`config.mk`:
```
export PLATFORM = sky130hd
export DESIGN_NAME = sasl2_session_ctrl
export DESIGN_NICKNAME = d
export VERILOG_FILES = /design/src/rtl/sasl2_session_ctrl.sv
export SDC_FILE = /design/constraint.sdc
export NUM_CORES = 1
export LEC_CHECK = 0
export CAP_MARGIN = 20
export CORE_AREA = 5 5 227 229
export DETAILED_ROUTE_END_ITERATION = 6
export DIE_AREA = 0 0 232 234
export GPL_ROUTABILITY_DRIVEN = 0
export GPL_TIMING_DRIVEN = 0
export HOLD_SLACK_MARGIN = 0.05
export PLACE_DENSITY_LB_ADDON = 0.3
export SKIP_LAST_GASP = 1
export SYNTH_ARGS = -nofsm -noshare
export SYNTH_HDL_FRONTEND = slang
export SYNTH_SLANG_ARGS = --single-unit
export TNS_END_PERCENT = 1
```
`constraint.sdc`:
```
create_clock -name clk -period 4.5 [get_ports clk]
set_input_delay 0.9 -clock clk [delete_from_list [all_inputs] [get_ports clk]]
set_output_delay 0.9 -clock clk [all_outputs]
set_load 0.05 [all_outputs]
```
`src/rtl/sasl2_session_ctrl.sv`:
```
// sasl2_session_ctrl: sequences one SAS-L2 authentication exchange.
// It takes alpha in, calls the core, streams beta out, then commits or retries on the verdict.
module sasl2_session_ctrl #(
   parameter int TIMEOUT = 1024,
   parameter int MAX_RETRY = 3
) (
   input  logic         clk,
   input  logic         rst_n,
   input  logic         start,
   input  logic [31:0]  rx_data,
   input  logic         rx_valid,
   output logic         rx_ready,
   output logic [31:0]  tx_data,
   output logic         tx_valid,
   input  logic         tx_ready,
   input  logic         verd_valid,
   input  logic         verd_ok,
   output logic [255:0] core_alpha,
   output logic         core_call,
   output logic         core_suc,
   input  logic [255:0] core_beta,
   input  logic         core_done,
   output logic         busy,
   output logic         pass,
   output logic         fail,
   output logic [2:0]   st
);
   localparam int TW = $clog2(TIMEOUT) + 1;
   localparam int RW = $clog2(MAX_RETRY + 1);
   typedef enum logic [2:0] {
      IDLE = 3'd0, RX_ALPHA = 3'd1, CALL = 3'd2, WAIT_CORE = 3'd3,
      TX_BETA = 3'd4, WAIT_VERD = 3'd5, COMMIT = 3'd6, ABORT = 3'd7
   } state_t;
   state_t         state;
   logic [2:0]     word_idx;
   logic [RW-1:0]  retry_cnt;
   logic [RW-1:0]  retry_nx;
   logic [TW-1:0]  tcnt;
   logic [255:0]   beta;
   logic           expire;
   assign expire    = tcnt == TW'(TIMEOUT - 1);
   assign retry_nx  = retry_cnt + RW'(1);
   assign st        = state;
   assign busy      = state != IDLE;
   assign rx_ready  = state == RX_ALPHA;
   assign tx_valid  = state == TX_BETA;
   assign core_call = state == CALL;
   assign core_suc  = state == COMMIT;
   assign pass      = state == COMMIT;
   assign fail      = state == ABORT;
   assign tx_data   = beta[{word_idx, 5'd0} +: 32];
   // tcnt falls back to zero unless a waiting state explicitly advances it
   always_ff @(posedge clk or negedge rst_n) begin
      if (!rst_n) begin
         state      <= IDLE;
         word_idx   <= '0;
         retry_cnt  <= '0;
         tcnt       <= '0;
         core_alpha <= '0;
         beta       <= '0;
      end else begin
         tcnt <= '0;
         case (state)
            IDLE:
               if (start) begin
                  state     <= RX_ALPHA;
                  word_idx  <= '0;
                  retry_cnt <= '0;
               end
            RX_ALPHA:
               if (rx_valid) begin
                  core_alpha[{word_idx, 5'd0} +: 32] <= rx_data;
                  word_idx <= word_idx + 3'd1;
                  if (word_idx == 3'd7) state <= CALL;
               end else if (expire) state <= ABORT;
               else tcnt <= tcnt + TW'(1);
            CALL: state <= WAIT_CORE;
            WAIT_CORE:
               if (core_done) begin
                  beta  <= core_beta;
                  state <= TX_BETA;
               end else if (expire) state <= ABORT;
               else tcnt <= tcnt + TW'(1);
            TX_BETA:
               if (tx_ready) begin
                  word_idx <= word_idx + 3'd1;
                  if (word_idx == 3'd7) state <= WAIT_VERD;
               end else if (expire) state <= ABORT;
               else tcnt <= tcnt + TW'(1);
            WAIT_VERD:
               if (verd_valid) begin
                  if (verd_ok) state <= COMMIT;
                  else begin
                     retry_cnt <= retry_nx;
                     word_idx  <= '0;
                     state     <= (retry_nx < RW'(MAX_RETRY)) ? RX_ALPHA : ABORT;
                  end
               end else if (expire) state <= ABORT;
               else tcnt <= tcnt + TW'(1);
            COMMIT: state <= IDLE;
            ABORT: state <= IDLE;
            default: state <= IDLE;
         endcase
      end
   end
endmodule

```
Yosys cells after proc, flatten, opt, wreduce, memory -nomap -nowiden

Cells that the tools add are included.

Output and inout port bits: 298
Input port bits: 296
Register bits: 531

Reductions and logical operators: 10
Multiplexer cells: 28
Shift-type cells: 3
Add/subtract/negate cells: 4
$lt $le $gt $ge: 1
Eq/ne operators: 16

Operators with widths:

| kind                        | count |
|---|---|
| $bwmux W256                 | 1 |
| $shift A32 B10 Y256 const A | 1 |
| $shiftx A256 B9 Y32         | 1 |
| $shiftx A32 B10 Y256        | 1 |
| $mux W11                    | 5 |
| $mux W3                     | 15 |
| $pmux W11 S4                | 1 |
| $pmux W3 S7                 | 1 |
| $eq A3 B3 Y1 const B        | 5 |
| $pmux W3 S4                 | 1 |
| $add A11 B1 Y11 const B     | 1 |
| $eq A11 B10 Y1 const B      | 1 |
| $neg A8 Y10                 | 1 |
| $ne A2 B2 Y1 const B        | 4 |
| $eq A3 B2 Y1 const B        | 2 |
| $mux W2                     | 3 |
| $ne A3 B2 Y1 const B        | 2 |
| $reduce_and A6 Y1           | 1 |
| $pmux W2 S2                 | 1 |
| $reduce_and A2 Y1           | 2 |
| $reduce_and A4 Y1           | 1 |
| $reduce_bool A4 Y1          | 1 |
| $add A3 B1 Y3 const B       | 1 |
| $eq A3 B1 Y1 const B        | 1 |
| 8 further kinds             | 8 |

Longest topological paths before layout

Depth in word-level cells: 6
Mapped depth: 12

Worst setup path after synthesis

No wires, ideal clock.

Kind: register to output
Start point: register state[1] (netlist: st[1])
End point: output core_call
Data arrival time: 2,218 ps
Required time: 3,600 ps
Path buffers: 1
Cell stages (with the launch flop): 4
Slack: 1,382 ps
Cells stage by stage: dfrtp_1 > clkbuf_1 > inv_1 > nor3_1

Word-level cells in the longest chain between the ends: 1

RTL lines:

| what                     | line | text |
|---|---|---|
| start: declaration       | 34   | `state_t state;` |
| start signal: assignment | 96   | `state <= (retry_nx < RW'(MAX_RETRY)) ? RX_ALPHA : ABORT;` |
| $eq A3 B2 Y1             | 47   | `assign core_call = state == CALL;` |
| end: declaration         | 19   | `output logic core_call,` |

No other way between the ends.

Final worst setup path

Start point: register word_idx[1]
End point: output tx_data[12]

Word-level cells in the longest chain between the ends: 1

RTL lines:

| what                     | line | text |
|---|---|---|
| start: declaration       | 35   | `logic [2:0] word_idx;` |
| start signal: assignment | 73   | `word_idx <= word_idx + 3'd1;` |
| start signal: assignment | 86   | `word_idx <= word_idx + 3'd1;` |
| $shiftx A256 B9 Y32      | 51   | `assign tx_data = beta[{word_idx, 5'd0} +: 32];` |
| end: declaration         | 13   | `output logic [31:0] tx_data,` |

No other way between the ends.

==> impl_results.md <==
* Run status: finished, final reports clean
* DR pass1 iterations at 5
* Setup slack after layout at approximately 0.18 ns
* Design area at 31200 um2
* Max-Cap Viols at 0
* Final Cycle Share at 96.1%
* # H-tree levels at 2
* DIE WIDTH at 232 um
* Drt initial violations at 942
* Fmax achieved at 231 MHz
* Clk_lat worst skew at 0.61 ns
* Layer with the highest usage: met2
* Logic pwr share at 41.4%
* Reg2reg path depth at 11
* Synth Area per Inst at 13.0 um2
* Die area at 54300 um2
* Sequential Power Share at between 30% and 40%
* Critical Path RT at ~3.6 ns
* Ys async rst share at 100%
* Final ANT Viol Nets at 0
* Final Hold Viols at 0
* Port Buf Inserts at 593
* Drt wl/cell at 23.7 um
* Met1 Use GR at 30.0%
* Final clock skew at 0.0250 ns
* Post-DP HPWL at 56.6 mm
* Grt met3 use at 8.34%
* Max clock buf depth at 3
* Startpoint types: flip-flop
* Cell internal pwr at 11.4 mW
* Leakage at 13.7 nW
* Post-synth EDFFs at 0
* Number of synthesis warnings at 0
* Die Ht at 234 um
* Sink Count at 531
* GRT overflow at 0
* Dpl ws at 0.288 ns
* Initial antenna violation count at 31
* Max transition margin at 31.3%
* Yosys cell types at 45
* Largest net degree at the start of global routing at approximately 130
* R2r startpoint: word_idx[1]$_DFFE_PN0P_
* Slowest-stage cell, CP: clkdlybuf4s50_1
* Endpoint type of the worst setup path: output pin
* Post-synth top flop: dfrtp_1
* Via density at 5.33
* Hold Slack at 0.203 ns
* Placement Rows at 82
* Layout area overhead at 39.3%
* Max VDD drop at 0.316 mV
* Sw Ratio at just under 40%
* Crit-path max FO at 10
* Power Dens Cells at 604 nW/um2
* DRT Wirelength at 73.6 mm
* Clock transition at path regs at roughly 0.060 ns
* Met2 Resource Use GR at a little under half
* Synth Cell Area at 22400 um2
* Final setup viols at 0
* Clock power frac at 24.7%
* Critical-path cell list: clkbuf_1 > buf_2 > clkbuf_2 > mux4_2 > nand2_1 > nand2_1 > clkdlybuf4s50_1
* Cells after synthesis at 1719
* All-Layer GR Usage at 26.6%
* Layout Cells excl Fill at 3109
* RSZ-0062 raised after global routing: yes
* Most used cell, CP: nand2_1
* CTS tree: done
* Syn Nets at 2024
* P_sw at about 7.4 mW
* Share of layout cells above drive strength 1 at 21.2%
* Worst path arrival time at 3.42 ns
* CP peak stage delay at 0.82 ns
* Slew of the pin with the lowest slew margin at 1.02 ns
* First-pass GRT wire length at 110 mm
* R2r setup slk at between 0.5 and 0.6 ns
* Cell count after placement at about 3000
* Post-route DRC violation count at 0
* IO Count at 594
* TritonCTS Buffers at 55
* WS Path Type: flip-flop to output pin
* Final Max Tran Viols at 0
* DP Area at just under 30000 um2
* Crit path buf inv count at 4
* Post-CTS setup buffers at 0
* Fin nets at 2678
* CP top delay family: buffers and inverters
* Min Clock Period, post-route at 4.32 ns
* Vias in the first global route at 17582
* FF-to-FF End: core_alpha[135]$_DFFE_PN0P_
* Core box area at 49500 um2
* TNS Setup at 0 ns
* Clk root buf: clkbuf_16
* Worst Hold Class: input port to asynchronous set/reset pin
* Vias at 16565
* Sequential share of the synthesized area at 59.3%
* Starting Density at 45.3%
* Synth Register Bits at 531
repair_timing:
action,CTS,global route
resized for setup,4,5
hold buffers,0,0
setup endpoints to repair,23,23
state kept, by name (all words and copies together), names as in the netlist:
name        flops
retry_cnt       2
beta          256
st              3
core_alpha    256
tcnt           11
word_idx        3
worst max-delay path by stage:
stage                                        from                          to  slack [ns]  depth (start not counted)
after floorplan                 st[1]$_DFFE_PN0P_                   core_call        1.38                          3
after global placement                      rst_n       beta[200]$_DFFE_PN0P_      -20.51                          1
after detailed placement  word_idx[1]$_DFFE_PN0P_  core_alpha[98]$_DFFE_PN0P_        0.29                         10
after CTS                 word_idx[0]$_DFFE_PN0P_                  tx_data[1]       -0.05                          7
after global routing      word_idx[0]$_DFFE_PN0P_                  tx_data[1]       -0.04                          7
final                     word_idx[1]$_DFFE_PN0P_                 tx_data[12]        0.18                          7
power groups by stage:
stage	logic, mW	registers (mW)	clock network, mW
after global placement	7.73	6.44	0
after global routing	8.22	6.50	4.93
after floorplan	2.93	8.39	0
after detailed placement	7.83	6.46	0
after CTS	7.87	6.38	4.74
final	7.82	6.39	4.66
area by class of cell:
cell class	count	area, um2
inverter	72	270
sequential	531	13300
multi-input combinational	1010	8350
timing repair buffer	597	6050
clock buffer	79	1600
tap	672	841
antenna	22	55.1
clock inverter	20	243
buffer	106	515
fill	3891	18200
metal layers:
| layer | vias to the layer above | routed length (um) | part of all wire [%] |
|---|---|---|---|
| met5 | - | 108 | 0.15 |
| met1 | 8404 | 25900 | 35 |
| li1 | 7270 | - | - |
| met2 | 689 | 37600 | 51 |
| met4 | 18 | 3220 | 4.4 |
| met3 | 184 | 6690 | 9.1 |
Yosys cell counts, drive strengths merged, types with 2 or more instances:
| master | n | area share [%] |
|---|---|---|
| buf | 58 | 1.4 |
| nand4 | 8 | 0.22 |
| nand3 | 5 | 0.11 |
| nand2b | 5 | 0.14 |
| nand2 | 328 | 5.5 |
| ha | 9 | 0.50 |
| a21oi | 4 | 0.089 |
| o21ai | 129 | 2.9 |
| mux2i | 67 | 3.0 |
| nor3 | 14 | 0.38 |
| and3 | 2 | 0.056 |
| xnor2 | 3 | 0.12 |
| or2 | 2 | 0.056 |
| inv | 72 | 1.2 |
| clkbuf | 48 | 0.80 |
| o32a | 3 | 0.13 |
| nor4bb | 2 | 0.089 |
| a22o | 2 | 0.078 |
| and4 | 2 | 0.078 |
| dfrtp | 531 | 59 |
| nor3b | 4 | 0.16 |
| mux2 | 321 | 16 |
| nor2 | 15 | 0.25 |
| xor2 | 5 | 0.20 |
| or3 | 4 | 0.11 |
| mux4 | 64 | 6.4 |
cell families (layout without fill, tap and decap cells):
kind of cell             after synthesis  in the layout  share of synthesized area, %
buffers and inverters                178            874                          3.44
XOR/XNOR                               8              8                         0.313
AO/OA/AOI/OAI                        146            146                          3.47
flip-flops                           531            531                          59.3
adder cells (fa/ha/maj)                9              9                         0.503
other                                  0             22                             0
AND/OR/NAND/NOR                      395            395                          7.43
multiplexers                         452            452                          25.6
through the flow:
stage | util [%] | power [mW]
6_report | 63.1 | 18.9
5_1_grt | 63.1 | 19.7
4_1_cts | 63.0 | 19.0
3_5_place_dp | 59.3 | 14.3
3_3_place_gp | 59.0 | 14.2
2_1_floorplan | - | 11.3
cell usage in the layout, fill, tap and decap left out, drive strengths merged, types with 8 or more instances in the layout:
master and instances:
mux2 321, diode 22, mux4 64, mux2i 67
ha 9, nand4 8, nor3 14, nand2 328
clkdlybuf4s50 592, o21ai 129, inv 73, buf 60
clkinv 13, nor2 15, dfrtp 531, clkbuf 130
No activity file was read; power rests on OpenSTA's default activity.
==> variant, RTL diff (config.mk and constraints unchanged) <==
The parameter `TIMEOUT` goes from 1024 to 512.
--- a/src/rtl/sasl2_session_ctrl.sv
+++ b/src/rtl/sasl2_session_ctrl.sv
@@ -3,3 +3,3 @@
 module sasl2_session_ctrl #(
-   parameter int TIMEOUT = 1024,
+   parameter int TIMEOUT = 512,
    parameter int MAX_RETRY = 3
Behaviour: same outputs for any inputs over 4 cycles, from zero or initial values and one cycle with rst_n low; that may be too few to reach the edited logic, so the function may still have changed.
==> variant against the unedited design <==
  * Power rose by 21%
  * Critical endpoint is now tx_data[2]
  * Via count fell by 0.99%
  * Global-route usage rose by 0.24 points
  * Worst hold slack improved by 0.0082 ns
  * Combinational power rose by 37%
  * Worst setup slack got worse by 0.064 ns
  * Sequential cell count fell by 1
  * Cell area rose by 0.66%
  * Synthesized cell count fell by 3.7%
  * Synthesized area rose by 1.2%
  * Wire length rose by 0.59%
==> variant: results <==
[status]
outcome = completed

[synth]
synth_top_cells_by_area = dfrtp_1 58%, mux2_2 20%, mux4_2 6.4%
synth_top_area_share = 0.585
syn-num-nets = 1961
ys_ff_latch = 530
yosysSeqAreaShare = 0.585
synth-xor-area-share = 0.00270
synth_compound_area_frac = 0.0293
synthTopCellsByCount = 530 x dfrtp_1, 413 x mux2_2, 204 x nand2_1
synth_cell_type_count = 57

[timing]
whs_ns = 0.211
tightest_slew_ns = 0.895
skew_ns = 0.0127
fin_crit_ns = 4.39

[final_layout]
num-fill-cells = 3811
n_antenna_cell = 11
area_delta_synth_final_pct = 38.5
largestRegisters = beta x256, core_alpha x256, tcnt x10
buffer_area_frac = 0.211
regArea_mm2 = 0.0133
layout-drive-gt1-share = 0.274
multi_input_cells = 977
clkbuf_count = 85
multi_input_area_share = 0.278
layout.nets = 2616

[grt]
grt_util_met2 = 0.477
gr-usage-all-layers = 0.268
grt_pass1_wl_mm = 110
antenna_found_initial = 27
grt_pass1_vias = 17400
grt_max_degree = 127

[placement]
place_inst = 2926
dp_slack_ns = -0.119

[detailed_routing]
drt-initial-drc-count = 1218
via_per_inst = 5.40
wirelength_mm = 74.0
met2WireLength_mm = 38.3
wl_per_cell_um = 24.4
wl_met1_mm = 26.4

[setup_path]
crit_path_end = tx_data[2]
r2r_slack_ns = 0.47
crit_start = word_idx[0]
max_stage_delay_ns = 0.76
cp.arrival_ns = 3.49

[power_and_ir_drop]
peakVddDrop_mv = 0.727

[cts]
clk_latency_ns = 0.59
==> variant: cell count changes after synthesis, sizes merged, moves of 4 or more <==
cell	unedited run	this run
a21oi	4	0
and2	0	32
and3	2	33
buf	58	67
clkbuf	48	43
inv	72	39
mux2	321	418
mux2i	67	2
nand2	328	204
nand3	5	38
nand4	8	1
nor3	14	5
o21ai	129	100
==> variant: worst register-to-register path: cells and delay by family (launching register included) <==
kind / cells / cell delay [ns]
AO/OA/AOI/OAI: 1 / 0.13
adder cells (fa/ha/maj): 2 / 0.43
buffers and inverters: 6 / 2.45
flip-flops: 1 / 0.64
AND/OR/NAND/NOR: 2 / 0.29
==> variant: timing repair <==
item	4_1_cts	5_1_grt
hold buffers	0	0
setup endpoints to repair	46	38
resized for setup	3	7
==> variant: power by group <==
| part | switching [mW] | internal, mW |
|---|---|---|
| clock network | 1.88 | 2.64 |
| logic | 6.43 | 4.31 |
| registers | 0.966 | 6.52 |
| total | 9.28 | 13.5 |
